===== src/rtl/rptr_empty_ctrl_pkg.sv =====
// Shared definitions for the FIFO read-pointer / empty-flag controller:
// the address size, the Gray/binary pointer type and the pointer conversion helpers.
package definitions;

    localparam int ADDRSIZE = 9;

    typedef logic [ADDRSIZE:0] ptr_t;

    function automatic ptr_t bin2gray(input ptr_t b);
        return (b >> 1) ^ b;
    endfunction

    // Each binary bit is the XOR of all Gray bits at or above it.
    function automatic ptr_t gray2bin(input ptr_t g);
        ptr_t b;
        b[ADDRSIZE] = g[ADDRSIZE];
        for (int i = ADDRSIZE - 1; i >= 0; i--) begin
            b[i] = b[i + 1] ^ g[i];
        end
        return b;
    endfunction

endpackage


===== src/rtl/rptr_empty_ctrl_sync_w2r.sv =====
// Two-flop synchronizer that carries the Gray write pointer into the read clock domain.
module sync_w2r
    import definitions::*;
(
    input  logic                rclk,
    input  logic                rrst,
    input  logic [ADDRSIZE:0]   wptr,
    output logic [ADDRSIZE:0]   rq2_wptr
);

    ptr_t rq1_wptr_q, rq1_wptr_d;
    ptr_t rq2_wptr_q, rq2_wptr_d;

    always_comb begin
        rq1_wptr_d = wptr;
        rq2_wptr_d = rq1_wptr_q;
    end

    always_ff @(posedge rclk or posedge rrst) begin
        if (rrst) begin
            rq1_wptr_q <= '0;
            rq2_wptr_q <= '0;
        end else begin
            rq1_wptr_q <= rq1_wptr_d;
            rq2_wptr_q <= rq2_wptr_d;
        end
    end

    assign rq2_wptr = rq2_wptr_q;

endmodule


===== src/rtl/rptr_empty_ctrl.sv =====
// Read-side pointer, empty/almost-empty and occupancy logic of an async FIFO.
// Optional sticky underflow flag is built when RPTR_UNDERFLOW_CHK_EN is defined.
module rptr_empty_ctrl
    import definitions::*;
#(
    parameter int unsigned AEMPTY_THRESH = 2
) (
    input  logic                rclk,
    input  logic                rrst,
    input  logic                rinc,
    input  logic [ADDRSIZE:0]   wptr,
    output logic [ADDRSIZE-1:0] raddr,
    output logic [ADDRSIZE:0]   rptr,
    output logic                rempty,
    output logic                raempty,
    output logic [ADDRSIZE:0]   rlevel
`ifdef RPTR_UNDERFLOW_CHK_EN
    ,
    output logic                runderflow
`endif
);

    localparam ptr_t AEMPTY_LIMIT = ptr_t'(AEMPTY_THRESH);

    ptr_t rq2_wptr;

    ptr_t rbin_q,    rbin_d;
    ptr_t rptr_q,    rptr_d;
    logic rempty_q,  rempty_d;
    logic raempty_q, raempty_d;
    ptr_t rlevel_q,  rlevel_d;

    ptr_t rgraynext;

    sync_w2r u_sync_w2r (
        .rclk     (rclk),
        .rrst     (rrst),
        .wptr     (wptr),
        .rq2_wptr (rq2_wptr)
    );

    // Empty and level both use the next read pointer, so a final read racing a new write stays non-empty.
    always_comb begin
        rbin_d    = rbin_q + ptr_t'(rinc & ~rempty_q);
        rgraynext = bin2gray(rbin_d);
        rptr_d    = rgraynext;
        rempty_d  = (rgraynext == rq2_wptr);
        rlevel_d  = gray2bin(rq2_wptr) - rbin_d;
        raempty_d = (rlevel_d <= AEMPTY_LIMIT);
    end

    always_ff @(posedge rclk or posedge rrst) begin
        if (rrst) begin
            rbin_q    <= '0;
            rptr_q    <= '0;
            rempty_q  <= 1'b1;
            raempty_q <= 1'b1;
            rlevel_q  <= '0;
        end else begin
            rbin_q    <= rbin_d;
            rptr_q    <= rptr_d;
            rempty_q  <= rempty_d;
            raempty_q <= raempty_d;
            rlevel_q  <= rlevel_d;
        end
    end

`ifdef RPTR_UNDERFLOW_CHK_EN
    logic runderflow_q, runderflow_d;

    always_comb begin
        runderflow_d = runderflow_q | (rinc & rempty_q);
    end

    always_ff @(posedge rclk or posedge rrst) begin
        if (rrst) begin
            runderflow_q <= 1'b0;
        end else begin
            runderflow_q <= runderflow_d;
        end
    end

    assign runderflow = runderflow_q;
`endif

    assign raddr   = rbin_q[ADDRSIZE-1:0];
    assign rptr    = rptr_q;
    assign rempty  = rempty_q;
    assign raempty = raempty_q;
    assign rlevel  = rlevel_q;

endmodule


===== config.mk =====
export PLATFORM = sky130hd
export DESIGN_NAME = rptr_empty_ctrl
export DESIGN_NICKNAME = d
export VERILOG_FILES = /design/src/rtl/rptr_empty_ctrl_pkg.sv /design/src/rtl/rptr_empty_ctrl_sync_w2r.sv /design/src/rtl/rptr_empty_ctrl.sv
export SDC_FILE = /design/constraint.sdc
export NUM_CORES = 1
export LEC_CHECK = 0
export ABC_AREA = 1
export BUFFER_PORTS_ARGS = -buffer_cell sky130_fd_sc_hd__buf_2
export CAP_MARGIN = 10
export CORE_UTILIZATION = 57
export CTS_BUF_LIST = sky130_fd_sc_hd__clkbuf_4
export DETAILED_ROUTE_END_ITERATION = 10
export PLACE_DENSITY = 0.89
export SETUP_SLACK_MARGIN = 0.15
export SLEW_MARGIN = 20
export SYNTH_ARGS = -nofsm -noshare
export SYNTH_HDL_FRONTEND = slang
export SYNTH_SLANG_ARGS = --single-unit
export TNS_END_PERCENT = 50

===== constraint.sdc =====
create_clock -name rclk -period 3.7 [get_ports rclk]
set_input_delay 0.37 -clock rclk [delete_from_list [all_inputs] [get_ports rclk]]
set_output_delay 0.37 -clock rclk [all_outputs]
set_load 0.05 [all_outputs]

==> out/summary.txt, run 1 <==
Status = complete, no violations
Clock Sinks = 51
Row count = 23
Clock transition at the registers of the reported paths = 0.12 ns
Hold/Removal Path Class = primary input to flop
Worst slew pin tran = 0.8081 ns
IO Count = 44
CP Class = flop to flop
Placeable Area = 4029 µm²
Post-Syn Area = 2407 µm²
Hold Path Stages = 1
Initial Util = 59.75%
Post-layout nets = 332
Die width = 66.99 µm
Reg2Reg Depth = 22
Via count = 1876
CP Capture Type = flop
Setup ws final = 0.3553 ns
Global Route met2 Usage = 38.51%
Synth area leaders = dfrtp_1, nand2_1, nand3_1
CTS max path bufs = 2
Critical path peak fanout = 4
M3 GR Usage = 5.137%
Initial DRC Count = 71
Initial antenna violation count = 0
Final antenna-violating net count = 0
Hpwl dp = 3385 µm
Routability congestion estimate = 0.8794
Vias/cell = 5.240
Leading area contributor after synthesis = dfrtp_1
Layout cells sized above 1 = 23.38%
Port buffer count = 43
Congestion Overflow GR = 0
TritonCTS clock tree = yes
CTS hold repair buffers = 0
Post-DR wirelength/cell = 12.50 µm
Final Cycle Share = 90.40%
Hold Fails Final Rpt = 0
Arrival time worst endpoint = 3.63 ns
Syn nets = 281
Setup TNS = 0 ns
Worst Setup Start Kind = flop
Synth Register Bits = 51
Final setup fails = 0
Slew Limit Fails = 0
RSZ-0062 raised after global routing = no
Vias in the first global route = 1728
R2R Setup Slk = 0.36 ns
Area Growth Syn to Fin = 14.86%
Die height = 66.99 µm
Largest net degree at the start of global routing = 52
Clk Latency, worst-skew pair = 0.34 ns
Headroom to the max-slew limit = 46.06%
Htree depth = 2
DRT Pass-1 Iters = 5
Routed WL = 4474 µm
Sequential area share after synthesis = 53.12%
Placement Setup Slack = 0.1867 ns
Share of the synthesized area in the top cell type = 50.94%
Avg Inst Size Synth = 9.404 µm²
Global-route wire length before repair = 7003 µm
Post-Syn Instances = 256
Ys Warns = 0
Global-route usage over all layers = 21.71%
GRT Max-Usage Layer = met2
Residual DRC = 0
Dpl cell area = 2685 µm²
Total CTS buffers = 5
Max Freq = 0.2990 GHz
Met1 GRT Util = 24.77%
Fin crit period = 3.345 ns
Critical path required time = 3.99 ns
Ant diodes = 0
Worst Skew = 0.003068 ns
Max cap viols = 0
Root Driver = clkbuf_4
DIE AREA = 4487 µm²
Synth cell types = 27
Design area = 2765 µm²
## layout by cell type, fill, tap and decap left out, drive strengths merged
cell type | netlist | final
nand4 | 4 | 4
or2 | 1 | 1
inv | 40 | 39
xor2 | 18 | 18
fa | 1 | 1
a21o | 1 | 1
ha | 11 | 11
nor2 | 17 | 17
a21oi | 8 | 8
clkinv | 0 | 3
buf | 0 | 44
o211ai | 1 | 1
nor3 | 2 | 2
dfstp | 2 | 2
dfrtp | 49 | 49
nand3 | 33 | 33
nor4 | 2 | 2
xnor2 | 4 | 4
o21ai | 4 | 4
clkbuf | 0 | 6
o2111ai | 1 | 1
nand2 | 57 | 57
## final timing paths
| check | startpoint | end |
|---|---|---|
| max in group asynchronous | rrst | rbin_q[2] |
| max | u_sync_w2r.rq2_wptr[9] | raempty |
| max reg2reg | u_sync_w2r.rq2_wptr[9] | raempty |
| min | wptr[8] | u_sync_w2r.rq1_wptr_q[8] |
| min reg2reg | u_sync_w2r.rq1_wptr_q[6] | u_sync_w2r.rq2_wptr[6] |
| min in group asynchronous | rrst | u_sync_w2r.rq2_wptr[1] |
## registers in the layout, indices dropped and copies added, names as in the netlist
| signal | cells |
|---|---|
| rempty | 1 |
| u_sync_w2r.rq2_wptr | 10 |
| raempty | 1 |
| rlevel | 10 |
| rbin_q | 10 |
| rptr | 9 |
| u_sync_w2r.rq1_wptr_q | 10 |
## synth_stat cells
master and n:
inv_1 38, or2_2 1, xor2_2 2, a21o_1 1
nor2_1 15, nor2_4 1, nor4_1 2, nand3_1 31
o2111ai_1 1, o21ai_0 3, dfstp_2 2, nor3_1 1
nand2_1 54, o211ai_1 1, a21oi_1 8, ha_1 11
xor2_1 16, nor2_2 1, fa_1 1, xnor2_1 4
nor3_2 1, nand2_2 3, inv_2 2, o21ai_1 1
nand4_1 4, nand3_2 2, dfrtp_1 49
## kinds of logic (layout without fill, tap and decap cells)
kind of cell / Yosys count / count (layout) / synth area share, %
flops: 51 / 51 / 53.12
fa+ha+maj: 12 / 12 / 6.549
xor+xnor: 22 / 22 / 8.627
buf+inv: 40 / 92 / 6.237
compound gates: 15 / 15 / 3.482
simple gates: 116 / 116 / 21.99
## layer usage
metal / wire length, µm / up-vias
li1: - / 920
met1: 1919 / 889
met2: 2307 / 59
met3: 194 / 8
met4: 53 / 0
met5: 0 / -
## critical path: stages, from the launching register on
cell and delay (ns):
dfrtp_1 0.45, inv_1 0.10, nand2_1 0.10, nand3_2 0.12, nand2_1 0.09, nand2_1 0.09, nand3_2 0.10, nand2_2 0.11
nand2_1 0.07, nand3_1 0.11, nand2_1 0.12, nand2_1 0.12, nand3_1 0.10, nand3_1 0.08, nand2_1 0.05, ha_1 0.22
fa_2 0.37, o21ai_2 0.19, buf_4 0.14, xor2_1 0.08, nor4_1 0.23, nand4_1 0.13, nor2_1 0.12
## stage by stage
| step | utilization, % | hold slack, ns | instances |
|---|---|---|---|
| floorplan | - | 0.3312 | 256 |
| global placement | 66.65 | 0.3336 | 349 |
| detailed placement | 66.65 | 0.3347 | 349 |
| CTS | 67.95 | 0.09551 | 357 |
| global route | 68.63 | 0.07397 | 358 |
| finish | 68.63 | 0.1189 | 358 |
## layout make-up
class	count	area (µm²)
tap	50	62.56
fill	331	1264
timing repair buffer	44	222.7
clock inverter	2	7.507
sequential	51	1279
clock buffer	6	45.04
inverter	40	151.4
multi-input combinational	165	997.2
## what timing repair did
item                                    4_1_cts  5_1_grt
resized for setup                             1        6
pin swaps                                     0        1
endpoints found under the setup margin        1        2
setup buffers                                 0        1
Power of run 1 is not shown: default switching activity piles up to over one toggle a cycle in this logic, so the estimate is an artifact.
==> run 2: changes to the inputs <==
Settings changed: CELL_PAD_IN_SITES_DETAIL_PLACEMENT from default to 1, CELL_PAD_IN_SITES_GLOBAL_PLACEMENT from default to 2, CORE_UTILIZATION 57 to 35.
==> run 2 against run 1 <==
The flow now finishes with violations (DRC); hold slack got worse by 0.036 ns; maximum frequency is 5.1% higher; global-route usage down 5.0 points; wire length grew 22%; via count decreased by 1.5%; sequential share of layout area fell by 2.2 points; first-iteration DRC count down 30%; critical path type unchanged; largest cell class unchanged; non-clock buffer count increased by 3; die area grew 61%.
==> out/summary.txt, run 2 (synthesized netlist as in run 1, its figures left out) <==
Status = finished with violations
Failing checks = DRC
Clock Sinks = 51 (unchanged)
CP Class = flop to flop
Root Driver = clkbuf_4
Max Freq = 0.3144 GHz (+5.1%)
Worst path slowest cell = dfrtp_1
Final antenna-violating net count = 0 (unchanged)
Placed Instances = 376 (+7.7%)
Initial antenna violation count = 0 (unchanged)
Via count = 1848 (-1.5%)
Reg2Reg Depth = 24 (+9.1%)
Fin cells = 388 (+8.4%)
CTS hold repair buffers = 0 (unchanged)
Worst Setup Start Kind = flop
DIE AREA = 7214 µm² (+61%)
Fin crit period = 3.181 ns (-0.1636 ns)
Congestion Overflow GR = 0 (unchanged)
Row count = 29 (+26%)
RSZ-0062 raised after global routing = no
Final setup fails = 0 (unchanged)
Initial Util = 37.06% (-23 points)
R2R Setup Slk = 0.52 ns (+0.16 ns)
Die height = 84.94 µm (+27%)
Biggest cell delay along the critical path = 0.45 ns (about the same)
Arrival time worst endpoint = 3.51 ns (-0.12 ns)
Total CTS buffers = 5 (unchanged)
Headroom to the max-slew limit = 43.82% (-2.2 points)
Layout cells sized above 1 = 26.69% (+3.3 points)
Clock transition at the registers of the reported paths = 0.14 ns (+0.02 ns)
Hold Fails Final Rpt = 0 (unchanged)
Vias in the first global route = 1916 (+11%)
Initial DRC Count = 50 (-30%)
Routability congestion estimate = 0.7376 (-16%)
Setup ws final = 0.5189 ns (+0.1636 ns)
Most common cell on crit path = nand2_1
Clk Latency, worst-skew pair = 0.38 ns (+0.04 ns)
Hpwl dp = 4303 µm (+27%)
CP Capture Type = flop
Routed WL = 5448 µm (+22%)
Die width = 84.94 µm (+27%)
TritonCTS clock tree = yes
DRT Pass-1 Iters = 9 (+4)
Placeable Area = 6495 µm² (+61%)
Worst Skew = 0.01101 ns (+0.007945 ns)
Setup TNS = 0 ns (unchanged)
Worst slew pin tran = 0.8417 ns (+0.03354 ns)
Hold/Removal Path Class = primary input to flop
Most common cell after layout, fill and taps aside = nand2_1
Post-DR wirelength/cell = 14.04 µm (+12%)
Area Growth Syn to Fin = 20.53%
Crit path cell chain = inv_1, nand2_1, nand3_2, nand2_2, nand2_1, nand3_2, nand2_2, nand2_1, nand3_2, nand2_2, nand2_1, nand3_1, nand3_1, nand2_1, ha_1, fa_2, o21ai_2, a21oi_1, nor2_1, nor2_1, xnor2_1, nor2_1, nand4_1, nor2_1
IO Count = 44 (unchanged)
Largest net degree at the start of global routing = 52 (unchanged)
Htree depth = 2 (unchanged)
Final Cycle Share = 85.97% (-4.4 points)
Post-layout nets = 335 (+0.90%)
Ant diodes = 0 (unchanged)
Max cap viols = 0 (unchanged)
Critical path peak fanout = 4 (unchanged)
Global-route usage over all layers = 16.74% (-5.0 points)
WHS = 0.08256 ns (-0.03632 ns)
Slew Limit Fails = 0 (unchanged)
Commonest cells after routing, fill and taps aside = nand2_1, dfrtp_1, buf_2
CTS max path bufs = 2 (unchanged)
Vias/cell = 4.763 (-9.1%)
Global-route wire length before repair = 9177 µm (+31%)
Critical path required time = 4.03 ns (+0.04 ns)
Placement Setup Slack = 0.1544 ns (-0.03232 ns)
Hold Path Stages = 1 (unchanged)
Residual DRC = 5 (+5)
Port buffer count = 43 (unchanged)
-- run 2: routing by layer --
| layer | vias to the layer above | global-route usage [%] | routed length [µm] |
|---|---|---|---|
| met4 | 0 | 6.009 | 87 |
| met5 | - | 0 | 0 |
| met3 | 6 | 3.696 | 184 |
| li1 | 918 | - | - |
| met1 | 891 | 21.74 | 2411 |
| met2 | 33 | 27.72 | 2764 |
-- run 2: final cells by class --
type,instances,area (µm²)
multi-input combinational,165,1025
sequential,51,1279
clock inverter,2,60.06
fill,781,3593
tap,77,96.34
inverter,40,151.4
timing repair buffer,47,245.2
clock buffer,6,45.04
-- run 2: final timing paths --
path | start | end
setup reg to reg | u_sync_w2r.rq2_wptr[9] | raempty
min in group asynchronous | rrst | u_sync_w2r.rq1_wptr_q[0]
hold / removal | wptr[3] | u_sync_w2r.rq1_wptr_q[3]
setup / recovery | u_sync_w2r.rq2_wptr[9] | raempty
hold reg to reg | u_sync_w2r.rq1_wptr_q[5] | u_sync_w2r.rq2_wptr[5]
max in group asynchronous | rrst | rbin_q[0]
-- run 2: through the flow --
step / instance area [µm²] / utilization, %
after floorplan: 2407 / -
after CTS: 2824 / 43.48
after detailed placement: 2719 / 41.86
final: 2902 / 44.67
after global routing: 2902 / 44.67
after global placement: 2719 / 41.86
-- run 2: what timing repair did --
item / 4_1_cts / 5_1_grt
cloned: 0 / 0
pin swaps: 0 / 2
hold endpoints to repair: 0 / 0
setup buffers: 0 / 4
endpoints found under the setup margin: 1 / 3
gates resized for setup: 1 / 12
-- run 2: critical path: cells and delay by family, from the launching register on --
kind	cells	cell delay, ns
fa+ha+maj	2	0.59
xor+xnor	1	0.14
flops	1	0.45
compound gates	2	0.27
simple gates	18	1.58
buf+inv	1	0.09
Power of run 2 is left out for the same reason.
